## src/rtl/tmr_pkg.sv

```systemverilog
// tmr_pkg: shared timer widths, register map and arbiter lock-state type
package tmr_pkg;
  localparam int TMR_AW = 5;
  localparam int TMR_DW = 32;
  localparam logic [4:0] TMR_CTRL = 5'h00;
  localparam logic [4:0] TMR_LOAD = 5'h04;
  localparam logic [4:0] TMR_CNT = 5'h08;
  localparam logic [4:0] TMR_STAT = 5'h0c;
  typedef enum logic [1:0] {UNLOCKED = 2'd0, LOCKED0 = 2'd1, LOCKED1 = 2'd2} tmr_arb_st_t;
  function automatic logic [1:0] st_own(tmr_arb_st_t s);
    return {s == LOCKED1, s == LOCKED0};
  endfunction
endpackage

```

## src/rtl/reg_we.sv

```systemverilog
// reg_we: register with load enable; ports clk, rstn (async low), en, d -> q
module reg_we #(
  parameter int w = 1,
  parameter logic [w-1:0] rv = '0
) (
  input  logic         clk,
  input  logic         rstn,
  input  logic         en,
  input  logic [w-1:0] d,
  output logic [w-1:0] q
);
  always_ff @(posedge clk or negedge rstn)
    if (!rstn) q <= rv;
    else if (en) q <= d;
endmodule

```

## src/rtl/tmr_arb_rr2.sv

```systemverilog
// tmr_arb_rr2: 2-way round-robin grant; req, last (previous winner), mask (lock filter) -> gnt
module tmr_arb_rr2 (
  input  logic [1:0] req,
  input  logic       last,
  input  logic [1:0] mask,
  output logic [1:0] gnt
);
  logic [1:0] r;
  assign r = req & mask;
  assign gnt = &r ? (last ? 2'b01 : 2'b10) : r;
endmodule

```

## src/rtl/tmr_arb.sv

```systemverilog
// tmr_arb: two-requester arbiter for the timer core register bus
// Ports: req/lock/addr_i/we_i/wd_i from requesters, gnt/rvalid/rd_o back to them,
// addr/we/wd registered to the core, rd from the core, lock_own status.
// Define TMR_ARB_LOCK_EN to build the bus lock with lock_to idle timeout.
module tmr_arb
  import tmr_pkg::*;
#(
  parameter int aw = TMR_AW,
  parameter int dw = TMR_DW,
  parameter int lock_to = 16
) (
  input  logic          clk,
  input  logic          rstn,
  input  logic [1:0]    req,
  input  logic [1:0]    lock,
  input  logic [aw-1:0] addr_0,
  input  logic [aw-1:0] addr_1,
  input  logic          we_0,
  input  logic          we_1,
  input  logic [dw-1:0] wd_0,
  input  logic [dw-1:0] wd_1,
  output logic [1:0]    gnt,
  output logic [1:0]    rvalid,
  output logic [dw-1:0] rd_o,
  output logic [aw-1:0] addr,
  output logic          we,
  output logic [dw-1:0] wd,
  input  logic [dw-1:0] rd,
  output logic [1:0]    lock_own
);
  tmr_arb_st_t st;
  logic last;
  logic acc;
  logic sel;
  assign lock_own = st_own(st);
  tmr_arb_rr2 u_rr (
    .req (req),
    .last(last),
    .mask(lock_own == 2'b00 ? 2'b11 : lock_own),
    .gnt (gnt)
  );
  assign acc = |gnt;
  assign sel = gnt[1];
  reg_we #(.w(aw)) u_addr (.clk(clk), .rstn(rstn), .en(acc), .d(sel ? addr_1 : addr_0), .q(addr));
  reg_we #(.w(dw)) u_wd (.clk(clk), .rstn(rstn), .en(acc), .d(sel ? wd_1 : wd_0), .q(wd));
  reg_we #(.w(1)) u_we (.clk(clk), .rstn(rstn), .en(1'b1), .d(acc & (sel ? we_1 : we_0)), .q(we));
  always_ff @(posedge clk or negedge rstn)
    if (!rstn) begin
      last <= 1'b1;
      rvalid <= 2'b00;
    end else begin
      rvalid <= gnt;
      if (acc) last <= sel;
    end
  assign rd_o = |rvalid ? rd : '0;
`ifdef TMR_ARB_LOCK_EN
  localparam int cw = lock_to > 1 ? $clog2(lock_to) : 1;
  logic [cw-1:0] cnt;
  logic lk;
  assign lk = sel ? lock[1] : lock[0];
  // while locked only the owner can be granted, so any accept is an owner accept
  always_ff @(posedge clk or negedge rstn)
    if (!rstn) begin
      st <= UNLOCKED;
      cnt <= '0;
    end else if (st == UNLOCKED) begin
      cnt <= '0;
      if (acc && lk) st <= sel ? LOCKED1 : LOCKED0;
    end else if (acc) begin
      cnt <= '0;
      if (!lk) st <= UNLOCKED;
    end else if (cnt == cw'(lock_to - 1)) begin
      cnt <= '0;
      st <= UNLOCKED;
    end else begin
      cnt <= cnt + 1'b1;
    end
`else
  logic unused_lock;
  assign unused_lock = ^lock ^ (lock_to > 0);
  assign st = UNLOCKED;
`endif
endmodule

```

## config.mk

```make
export PLATFORM = sky130hd
export DESIGN_NAME = tmr_arb
export DESIGN_NICKNAME = d
export VERILOG_FILES = /design/src/rtl/tmr_pkg.sv /design/src/rtl/reg_we.sv /design/src/rtl/tmr_arb_rr2.sv /design/src/rtl/tmr_arb.sv
export SDC_FILE = /design/constraint.sdc
export NUM_CORES = 1
export LEC_CHECK = 0
export BUFFER_PORTS_ARGS = -buffer_cell sky130_fd_sc_hd__buf_2
export CAP_MARGIN = 25
export CORE_AREA = 2 2 77 79
export CTS_CLUSTER_DIAMETER = 80
export CTS_CLUSTER_SIZE = 28
export DETAILED_ROUTE_END_ITERATION = 6
export DIE_AREA = 0 0 79 81
export GPL_TIMING_DRIVEN = 0
export PLACE_DENSITY = 0.8
export SYNTH_ARGS = -nofsm -noshare
export SYNTH_HDL_FRONTEND = slang
export SYNTH_SLANG_ARGS = --single-unit
```

## constraint.sdc

```tcl
create_clock -name clk -period 1.7 [get_ports clk]
set_clock_uncertainty 0.15 [all_clocks]
set_input_delay 0.255 -clock clk [delete_from_list [all_inputs] [get_ports clk]]
set_output_delay 0.255 -clock clk [all_outputs]
set_load 0.1 [all_outputs]
```

Word level (Yosys, flattened, before mapping)
Index checks and enable logic that the tools add are counted.
{"block": "word_totals", "word_cells": 15, "input_bits": 114, "out_inout_bits": 76, "register_bits": 41}
{"block": "op_classes", "n_bitwise": 1, "n_mux": 6, "reduce_logical": 3}
{"op": "2-to-1 mux 32 bit", "n": 2}
{"op": "2-to-1 mux 5 bit", "n": 1}
{"op": "2-to-1 mux 2 bit", "n": 2}
{"op": "OR reduction 2 bit", "n": 2}
{"op": "AND reduction 2 bit", "n": 1}
{"op": "bitwise AND 1 bit", "n": 1}
{"op": "2-to-1 mux 1 bit", "n": 1}

Longest topological paths before layout
Gate-level depths: netlist (run 1).
{"block": "depth", "word_depth": 4, "mapped_depth": 5, "depth_no_buf": 3}

Modules after synthesis
Synthesis (run 1) repeated with hierarchy kept, for this count alone.
{"block": "hier_totals", "hier_cells": 174, "hier_area_um2": 2568.7}
{"module": "reg_we at u_wd", "area_per_inst_um2": 1345.0, "seq_area_each_um2": 800.8, "instances": 1, "cells_per_inst": 68}
{"module": "tmr_arb", "area_per_inst_um2": 982.2, "seq_area_each_um2": 76.3, "instances": 1, "cells_per_inst": 91}
{"module": "reg_we at u_addr", "area_per_inst_um2": 181.4, "seq_area_each_um2": 125.1, "instances": 1, "cells_per_inst": 10}
{"module": "reg_we at u_we", "area_per_inst_um2": 40.0, "seq_area_each_um2": 25.0, "instances": 1, "cells_per_inst": 2}
{"module": "tmr_arb_rr2", "area_per_inst_um2": 20.0, "seq_area_each_um2": 0.0, "instances": 1, "cells_per_inst": 3}

Worst setup path after synthesis (run 1)
Ideal clock, no wire load.
{"block": "synth_timing", "path_type": "reg2out", "from": "register rvalid[1]", "to": "output port rd_o[10]", "path_slack_ns": -1.415, "t_required_ns": 1.295, "path_buffers": 1, "t_arrival_ns": 2.710, "path_stages_with_launch": 4, "path_cell_list": "dfrtp_1 > nor2_1 > clkbuf_1 > nor2b_1"}
{"block": "synth_between", "elab_chain_cells": 2}
{"element": "from (decl)", "line_no": "tmr_arb.sv:23", "rtl": "output logic [1:0] rvalid,"}
{"element": "from (signal assigned)", "line_no": "tmr_arb.sv:52", "rtl": "rvalid <= gnt;"}
{"element": "OR reduction 2 bit", "line_no": "tmr_arb.sv:55", "rtl": "assign rd_o = |rvalid ? rd : '0;"}
{"element": "2-to-1 mux 32 bit", "line_no": "tmr_arb.sv:55"}
{"element": "to (decl)", "line_no": "tmr_arb.sv:24", "rtl": "output logic [dw-1:0] rd_o,"}
No other way between the ends.

Worst setup path after layout (run 1)
{"block": "layout_timing", "from": "register rvalid[1]", "to": "output port rd_o[22]"}
Same word-level chain as after synthesis.

==> impl_metrics.yaml, run 1 <==
worst_hold_path:
  hold_class: "in2reg"
  hold_depth: 3
  hp-start: "wd_1[11]"
sta:
  setup_tns_ns: -4.26
  min_period_ns: 1.84
  grt_setup_unrepaired: "yes"
  worst_slew_pin_slew_ns: 0.558
  relSlewSlack_pct: 62.8
  worst_slack_ns: -0.140
  finalHoldViolCount: 0
  finalCritPeriodShare_pct: 108
  maxSlewViolCount: 0
  finalSetupViolCount: 32
  fmaxAchievable_ghz: 0.543
pwr:
  p_int_mw: 2.16
  p_per_area_nw_per_um2: 1070
  power_frac_seq_pct: 26.5
  combPwrFrac_pct: 58.9
  static-leakage-power_nw: 2.19
  p_sw_share_pct: 51.0
  ir_worst_vdd_uv: 761
  clockPowerShare_pct: 14.6
  switching_power_mw: 2.24
placed_design:
  port_buffers: 185
  dp_slack_ns: -0.0765
  routabilityCongestion: 0.740
  hpwl_um: 5040
floorplanning:
  num_io_pins: 190
  die_w_um: 79
  start_util_pct: 35.6
  die_h_um: 81
  core_area_um2: 5680
  std_cell_rows: 28
  die_area_um2: 6400
clock_tree:
  clk_pin_slew_worst_paths_ns: 0.08
  h-tree-depth: 2
  clk_latency_ns: 0.28
  cts_tree: "done"
  cts.path.max_buffers: 2
  numCtsBuffers: 5
  root_buffer: "clkbuf_8"
  cts.sinks: 41
outcome:
  status: "finished with violations"
  violations: "setup timing"
cells_and_area:
  final_cell_mix: "buf_2, nand2_1, dfrtp_1"
  layout-drive-gt1-share_pct: 62.1
  final_util_pct: 72.6
  nNetsFinal: 530
  diodes: 0
  final_common_cell: "buf_2"
  area_growth_pct: 104
route:
  vias: 2391
  wire_per_inst_um: 16.2
  drt_iter0_markers: 98
  drtAntennaViolNets: 0
  wirelength_um: 7960
  first_pass_iters: 4
  routed_via_density: 4.86
  drc_errors: 0
critical_path:
  r2r_start: "last$_DFFE_PN1P_"
  cp.depth: 5
  cp_common_cell: "buf_12"
  critical_path_class: "reg2out"
  endpoint_kind: "output port"
  critPathSlowestCell: "dfrtp_4"
  cp.required_ns: 1.29
  cpLargestDelayFamily: "flip-flops"
  cp_num_buf_inv: 3
  worst_path_largest_cell_delay_ns: 0.49
  crit_arrival_ns: 1.44
  path_cells: "nor2_4, buf_12, clkbuf_16, nor2b_4, buf_12"
  worstRegToRegCells: 7
  critPathMaxFanout: 7
  start_kind: "flip-flop"
  startpoint: "rvalid[1]$_DFF_PN0_"
synth:
  synth.area.top_cells: "dfrtp_1, a32oi_1, nand2_1"
  ys_types: 18
  netlist_area_um2: 2020
  synth_seq_cells: 41
  syn-instance-count: 213
  syn_avg_cell_area_um2: 9.49
  yosys_warnings: 0
  synth_top_area_share_pct: 49.5
  synth-seq-area-share_pct: 50.8
  yosysTopAreaCell: "dfrtp_1"
global_routing:
  grt_max_degree: 42
  grt_pass1_wl_um: 11800
  antenna_found_initial: 0
  grt_pass1_vias: 2428
  overflow: 0
  track_usage_pct: 23.7
run:
  cap_viol_max_count: 0
-- final cells by class --
class	instances	area, µm²
timing repair buffer	195	1580
fill	410	1550
multi-input combinational	152	1110
sequential	41	1030
buffer	20	203
tap	75	93.8
clock buffer	8	90.1
inverter	1	3.75
-- cell usage after synthesis --
cell type	count
a21boi_2	1
a22o_1	1
a32oi_1	37
and2_1	1
buf_2	7
buf_4	5
buf_6	4
clkbuf_1	4
conb_1	1
dfrtp_1	40
dfstp_2	1
inv_1	1
nand2_1	74
nand2b_1	1
nor2_1	1
nor2_4	1
nor2b_1	32
o21ai_1	1
-- registers in the layout, summed over array words and instances (netlist names) --
signal	flops
u_we.q	1
u_addr.q	5
last	1
rvalid	2
u_wd.q	32
-- worst reg2reg max path: cells and delay by family, from the launching register on --
family	cells	cell delay [ns]
flip-flops	1	0.39
AO/OA/AOI/OAI	1	0.22
buffers and inverters	4	0.53
AND/OR/NAND/NOR	2	0.22
-- per-layer routing --
| metal | up-vias | part of all wire [%] | track usage (%) |
|---|---|---|---|
| met5 | - | 0 | 0 |
| met4 | 0 | 1.8 | 6.55 |
| met3 | 16 | 8.2 | 6.22 |
| met2 | 139 | 52 | 44.6 |
| met1 | 1090 | 38 | 26.4 |
| li1 | 1146 | - | - |
-- cell families after synthesis --
logic type | synth area share, %
other | 0.185
AO/OA/AOI/OAI | 17.3
buffers and inverters | 6.74
flip-flops | 50.8
AND/OR/NAND/NOR | 25.0
-- worst paths after layout --
| kind | slack (ns) | to |
|---|---|---|
| max in group asynchronous | 0.59 | rvalid[0]$_DFF_PN0_ |
| min in group asynchronous | 0.39 | u_wd.q[27]$_DFFE_PN0P_ |
| max | -0.14 | rd_o[22] |
| max reg2reg | 0.08 | u_wd.q[20]$_DFFE_PN0P_ |
| min | 0.01 | u_wd.q[11]$_DFFE_PN0P_ |
| min reg2reg | 0.32 | u_addr.q[1]$_DFFE_PN0P_ |
-- through the flow --
stage / instance area, µm² / instances / hold slack (ns) / total power [mW]
floorplan: 2290 / 214 / -0.191 / 2.97
global placement: 3310 / 474 / 0.280 / 3.37
detailed placement: 3310 / 474 / 0.293 / 3.38
CTS: 4100 / 490 / 0.00150 / 4.40
global route: 4120 / 492 / 0.00419 / 4.56
finish: 4120 / 492 / 0.0114 / 4.40
-- power by group through the flow --
stage                     Combinational (mW)  Sequential [mW]  Clock, mW
final                                   2.59             1.17      0.643
after global routing                    2.67             1.18      0.701
after CTS                               2.57             1.16      0.669
after detailed placement                2.21             1.18          0
after global placement                  2.19             1.18          0
after floorplan                        0.935             2.04          0
-- timing repair --
item                                   4_1_cts  5_1_grt
pin swaps                                    1        1
setup endpoints to repair                   34       36
endpoints found under the hold margin       40        0
gates resized for setup                    147        3
setup buffers                                4        2
cloned                                       3        0
hold buffers                                 1        0
(Power assumes the default switching activity.)
==> run 2, diff against run 1 <==
--- a/config.mk
+++ b/config.mk
@@ -12,7 +12,7 @@
 export CTS_CLUSTER_SIZE = 28
 export DETAILED_ROUTE_END_ITERATION = 6
 export DIE_AREA = 0 0 79 81
-export GPL_TIMING_DRIVEN = 0
+export GPL_TIMING_DRIVEN = 1
 export PLACE_DENSITY = 0.8
 export SYNTH_ARGS = -nofsm -noshare
 export SYNTH_HDL_FRONTEND = slang
==> constraint.sdc (replaced) <==
create_clock -name clk -period 2 [get_ports clk]
set_clock_uncertainty 0.15 [all_clocks]
set_input_delay 0.3 -clock clk [delete_from_list [all_inputs] [get_ports clk]]
set_output_delay 0.3 -clock clk [all_outputs]
set_load 0.1 [all_outputs]
==> impl_metrics.yaml, run 2 (synthesis gave the netlist of run 1 again) <==
outcome:
  status: "finished clean"
route:
  routed_via_density: 4.90
  drt_iter0_markers: 116
  drc_errors: 0
  drtAntennaViolNets: 0
  vias: 2310
  first_pass_iters: 6
  wire_per_inst_um: 13.9
  wirelength_um: 6550
clock_tree:
  numCtsBuffers: 5
  clk_latency_ns: 0.29
  h-tree-depth: 2
  clk_pin_slew_worst_paths_ns: 0.08
  cts.sinks: 41
  cts.path.max_buffers: 2
  root_buffer: "clkbuf_8"
  cts_tree: "done"
sta:
  min_period_ns: 1.94
  worst_slack_ns: 0.0632
  maxSlewViolCount: 0
  fmaxAchievable_ghz: 0.516
  finalCritPeriodShare_pct: 96.8
  finalSetupViolCount: 0
  finalHoldViolCount: 0
  relSlewSlack_pct: 65.6
  grt_setup_unrepaired: "no"
  worst_slew_pin_slew_ns: 0.516
worst_hold_path:
  hp-start: "wd_1[6]"
  hold_class: "in2reg"
pwr:
  power_frac_seq_pct: 28.3
  p_int_mw: 1.66
  static-leakage-power_nw: 1.96
  p_sw_share_pct: 52.6
  switching_power_mw: 1.84
  power_mw: 3.51
  p_per_area_nw_per_um2: 983
  combPwrFrac_pct: 55.1
  ir_worst_vdd_uv: 489
  clockPowerShare_pct: 16.6
cells_and_area:
  fillers: 472
  final_cell_mix: "buf_2, nand2_1, dfrtp_1"
  nNetsFinal: 509
  layout-drive-gt1-share_pct: 60.4
  top_register: "u_wd.q"
  diodes: 0
  area_growth_pct: 76.3
  final_common_cell: "buf_2"
  largestRegisters: "u_wd.q (32), u_addr.q (5), rvalid (2)"
  largest_reg_flops: 32
floorplanning:
  die_h_um: 81
  die_w_um: 79
  start_util_pct: 35.6
  die_area_um2: 6400
  num_io_pins: 190
  core_area_um2: 5680
  std_cell_rows: 28
critical_path:
  startpoint: "rvalid[1]$_DFF_PN0_"
  crit_arrival_ns: 1.49
  cp.required_ns: 1.55
  critical_path_class: "reg2out"
  start_kind: "flip-flop"
  r2r_start: "last$_DFFE_PN1P_"
  critPathMaxFanout: 20
  endpoint_kind: "output port"
global_routing:
  track_usage_pct: 19.0
  overflow: 0
  grt_max_degree: 39
  grt_pass1_vias: 2081
  grt_pass1_wl_um: 9490
  antenna_found_initial: 0
placed_design:
  routabilityCongestion: 0.754
  port_buffers: 185
  hpwl_um: 4960
  dp_slack_ns: 0.227
run:
  cap_viol_max_count: 0
==> run 2: cell count changes in the layout (fill, tap and decap cells not counted), sizes merged <==
cell    delta
clkinv     +1
buf       -13
clkbuf     -9
==> run 2: per-stage QoR <==
step	setup TNS, ns	hold WS, ns	instance area, µm²	std cells	util [%]
floorplan	-0.772	-0.146	2270	214	-
global placement	0	0.143	3290	462	58.0
detailed placement	0	0.146	3290	462	58.0
CTS	0	0.0443	3490	471	61.4
global route	0	0.0501	3560	471	62.8
finish	0	0.0545	3560	471	62.8
==> run 2: what timing repair did <==
action / CTS / global route
setup endpoints to repair: 31 / 29
endpoints found under the hold margin: 20 / 0
gates resized for setup: 32 / 21
setup buffers: 0 / 0
hold buffers: 1 / 0
==> run 2: cell type report <==
| type | instances | area (µm²) | area share (%) |
|---|---|---|---|
| Tap cell | 75 | 93.8 | 2.63 |
| Sequential cell | 41 | 1030 | 29.0 |
| Clock inverter | 1 | 5.00 | 0.140 |
| Timing Repair Buffer | 194 | 1220 | 34.3 |
| Multi-Input combinational cell | 152 | 1110 | 31.1 |
| Clock buffer | 7 | 96.3 | 2.70 |
| Inverter | 1 | 3.75 | 0.105 |
==> run 2: layer usage <==
metal	vias to the layer above	part of all wire, %	global-route usage (%)
met2	139	54	36.6
met3	7	9.7	5.11
met1	1066	35	20.2
li1	1098	-	-
met4	0	0.92	5.69
met5	-	0	0
==> run 2: worst max-delay path: stages (launching register included) <==
cell and delay, ns:
dfrtp_4 0.49, nor2_4 0.18, buf_12 0.26, nor2b_4 0.07
buf_6 0.18
==> run 2: final timing paths <==
kind	end	slack, ns	cells past startpoint
setup / recovery	rd_o[8]	0.06	4
hold / removal	u_wd.q[6]$_DFFE_PN0P_	0.05	3
setup reg to reg	u_wd.q[20]$_DFFE_PN0P_	0.48	4
hold reg to reg	u_wd.q[0]$_DFFE_PN0P_	0.33	2
max in group asynchronous	last$_DFFE_PN1P_	0.77	3
min in group asynchronous	u_wd.q[23]$_DFFE_PN0P_	0.37	2
==> run 2: power groups by stage <==
stage / clock (mW) / combinational, mW / sequential, mW
floorplan: 0 / 0.790 / 1.73
global placement: 0 / 1.86 / 1.00
detailed placement: 0 / 1.87 / 1.01
CTS: 0.596 / 1.91 / 0.993
global route: 0.638 / 2.00 / 1.01
finish: 0.580 / 1.93 / 0.993
==> run 3, diff against run 2 <==
--- a/config.mk
+++ b/config.mk
@@ -7,13 +7,13 @@
 export LEC_CHECK = 0
 export BUFFER_PORTS_ARGS = -buffer_cell sky130_fd_sc_hd__buf_2
 export CAP_MARGIN = 25
-export CORE_AREA = 2 2 77 79
+export CORE_AREA = 2 2 99 63
 export CTS_CLUSTER_DIAMETER = 80
 export CTS_CLUSTER_SIZE = 28
 export DETAILED_ROUTE_END_ITERATION = 6
-export DIE_AREA = 0 0 79 81
+export DIE_AREA = 0 0 101 65
 export GPL_TIMING_DRIVEN = 1
-export PLACE_DENSITY = 0.8
+export PLACE_DENSITY = 0.79
 export SYNTH_ARGS = -nofsm -noshare
 export SYNTH_HDL_FRONTEND = slang
 export SYNTH_SLANG_ARGS = --single-unit
==> impl_metrics.yaml, run 3 (synthesis gave the netlist of run 1 again) <==
critical_path:
  critPathMaxFanout: 25
  endpoint_kind: "output port"
  start_kind: "flip-flop"
  crit_arrival_ns: 1.47
  worstRegToRegCells: 4
  critical_path_class: "reg2out"
  cp.required_ns: 1.55
cells_and_area:
  top_register: "u_wd.q"
  fin_area_um2: 3560
  layout-drive-gt1-share_pct: 60.1
  final_common_cell: "buf_2"
  diodes: 0
  largestRegisters: "u_wd.q (32), u_addr.q (5), rvalid (2)"
  area_growth_pct: 76.2
  final_cell_mix: "buf_2, nand2_1, dfrtp_1"
  nNetsFinal: 509
  largest_reg_flops: 32
pwr:
  static-leakage-power_nw: 1.95
  power_mw: 3.59
  p_per_area_nw_per_um2: 1010
  ir_worst_vdd_uv: 561
route:
  wirelength_um: 6640
  drc_errors: 0
  drtAntennaViolNets: 0
  drt_iter0_markers: 74
  wire_per_inst_um: 14.2
  routed_via_density: 4.95
  vias: 2315
  first_pass_iters: 5
floorplanning:
  num_io_pins: 190
  std_cell_rows: 22
  die_h_um: 65
  die_area_um2: 6570
  start_util_pct: 35.0
  core_area_um2: 5780
  die_w_um: 101
global_routing:
  use_met3_pct: 7.01
  antenna_found_initial: 0
  grt_pass1_wl_um: 10000
  grt_pass1_vias: 2140
  grt_max_degree: 42
  use_met1_pct: 22.0
  overflow: 0
  grtUsageMet2_pct: 35.8
  grt_busiest_layer: "met2"
  track_usage_pct: 19.6
clock_tree:
  h-tree-depth: 2
  numCtsBuffers: 5
  cts.path.max_buffers: 2
  root_buffer: "clkbuf_8"
  cts_tree: "done"
  clk_latency_ns: 0.28
  cts_setup_buffers: 0
  clk_pin_slew_worst_paths_ns: 0.08
  cts.sinks: 41
sta:
  finalSetupViolCount: 0
  min_period_ns: 1.92
  maxSlewViolCount: 0
  relSlewSlack_pct: 42.8
  worst_slew_pin_slew_ns: 0.856
  finalCritPeriodShare_pct: 96.2
  grt_setup_unrepaired: "yes"
  fmaxAchievable_ghz: 0.520
  finalHoldViolCount: 0
  fin_hold_ws_ns: 0.0517
outcome:
  status: "finished clean"
placed_design:
  port_buffers: 185
  place_area_um2: 3260
  routabilityCongestion: 0.750
  hpwl_um: 4850
worst_hold_path:
  hold_depth: 3
  hold_class: "in2reg"
run:
  cap_viol_max_count: 0
==> run 3: path summary, 6_finish.rpt <==
check                                             from  slack [ns]                endpoint
worst max-delay path               rvalid[1]$_DFF_PN0_        0.08                 rd_o[0]
worst min-delay path                          wd_1[14]        0.05  u_wd.q[14]$_DFFE_PN0P_
worst max register to register        last$_DFFE_PN1P_        0.44  u_wd.q[17]$_DFFE_PN0P_
worst min register to register  u_wd.q[11]$_DFFE_PN0P_        0.33  u_wd.q[11]$_DFFE_PN0P_
max in group asynchronous                         rstn        0.82     rvalid[0]$_DFF_PN0_
min in group asynchronous                         rstn        0.45   u_wd.q[2]$_DFFE_PN0P_
==> run 3: worst max-delay path, cell delays in order, from the launching register on <==
cell	delay [ns]
dfrtp_4	0.49
nor2_4	0.15
buf_12	0.28
nor2b_2	0.08
buf_6	0.19
==> run 3: cell type report <==
class                      instances  area (µm²)
tap                               72        90.1
clock inverter                     2        38.8
clock buffer                       6        72.6
sequential                        41        1030
fill                             495        2220
multi-input combinational        152        1110
inverter                           1        3.75
timing repair buffer             194        1220
==> run 3: repair_timing <==
item                       CTS  global route
setup endpoints to repair   25            32
hold endpoints to repair    40             0
hold buffers                 1             0
resized for setup           25            33
gates cloned                 0             0
==> run 3: per-layer routing <==
metal  wire [µm]  share of wire (%)
met5           0                  0
met4          39               0.59
met3         654                9.8
met2        3400                 51
met1        2550                 38
==> run 3: power by group <==
part	total, mW	leakage (nW)	internal (mW)	switching [mW]
logic	1.93	1.40	0.413	1.52
registers	0.992	0.494	0.934	0.0578
clock network	0.662	0.0554	0.375	0.287
==> run 3: stage by stage <==
step / setup slack, ns / setup TNS [ns] / std cells / utilization, %
after floorplan: -0.0358 / -0.772 / 214 / -
after global placement: 0.305 / 0 / 459 / 56.5
after detailed placement: 0.293 / 0 / 459 / 56.5
after CTS: 0.0312 / 0 / 468 / 59.7
after global routing: -0.0151 / -0.0348 / 468 / 61.6
final: 0.0768 / 0 / 468 / 61.6
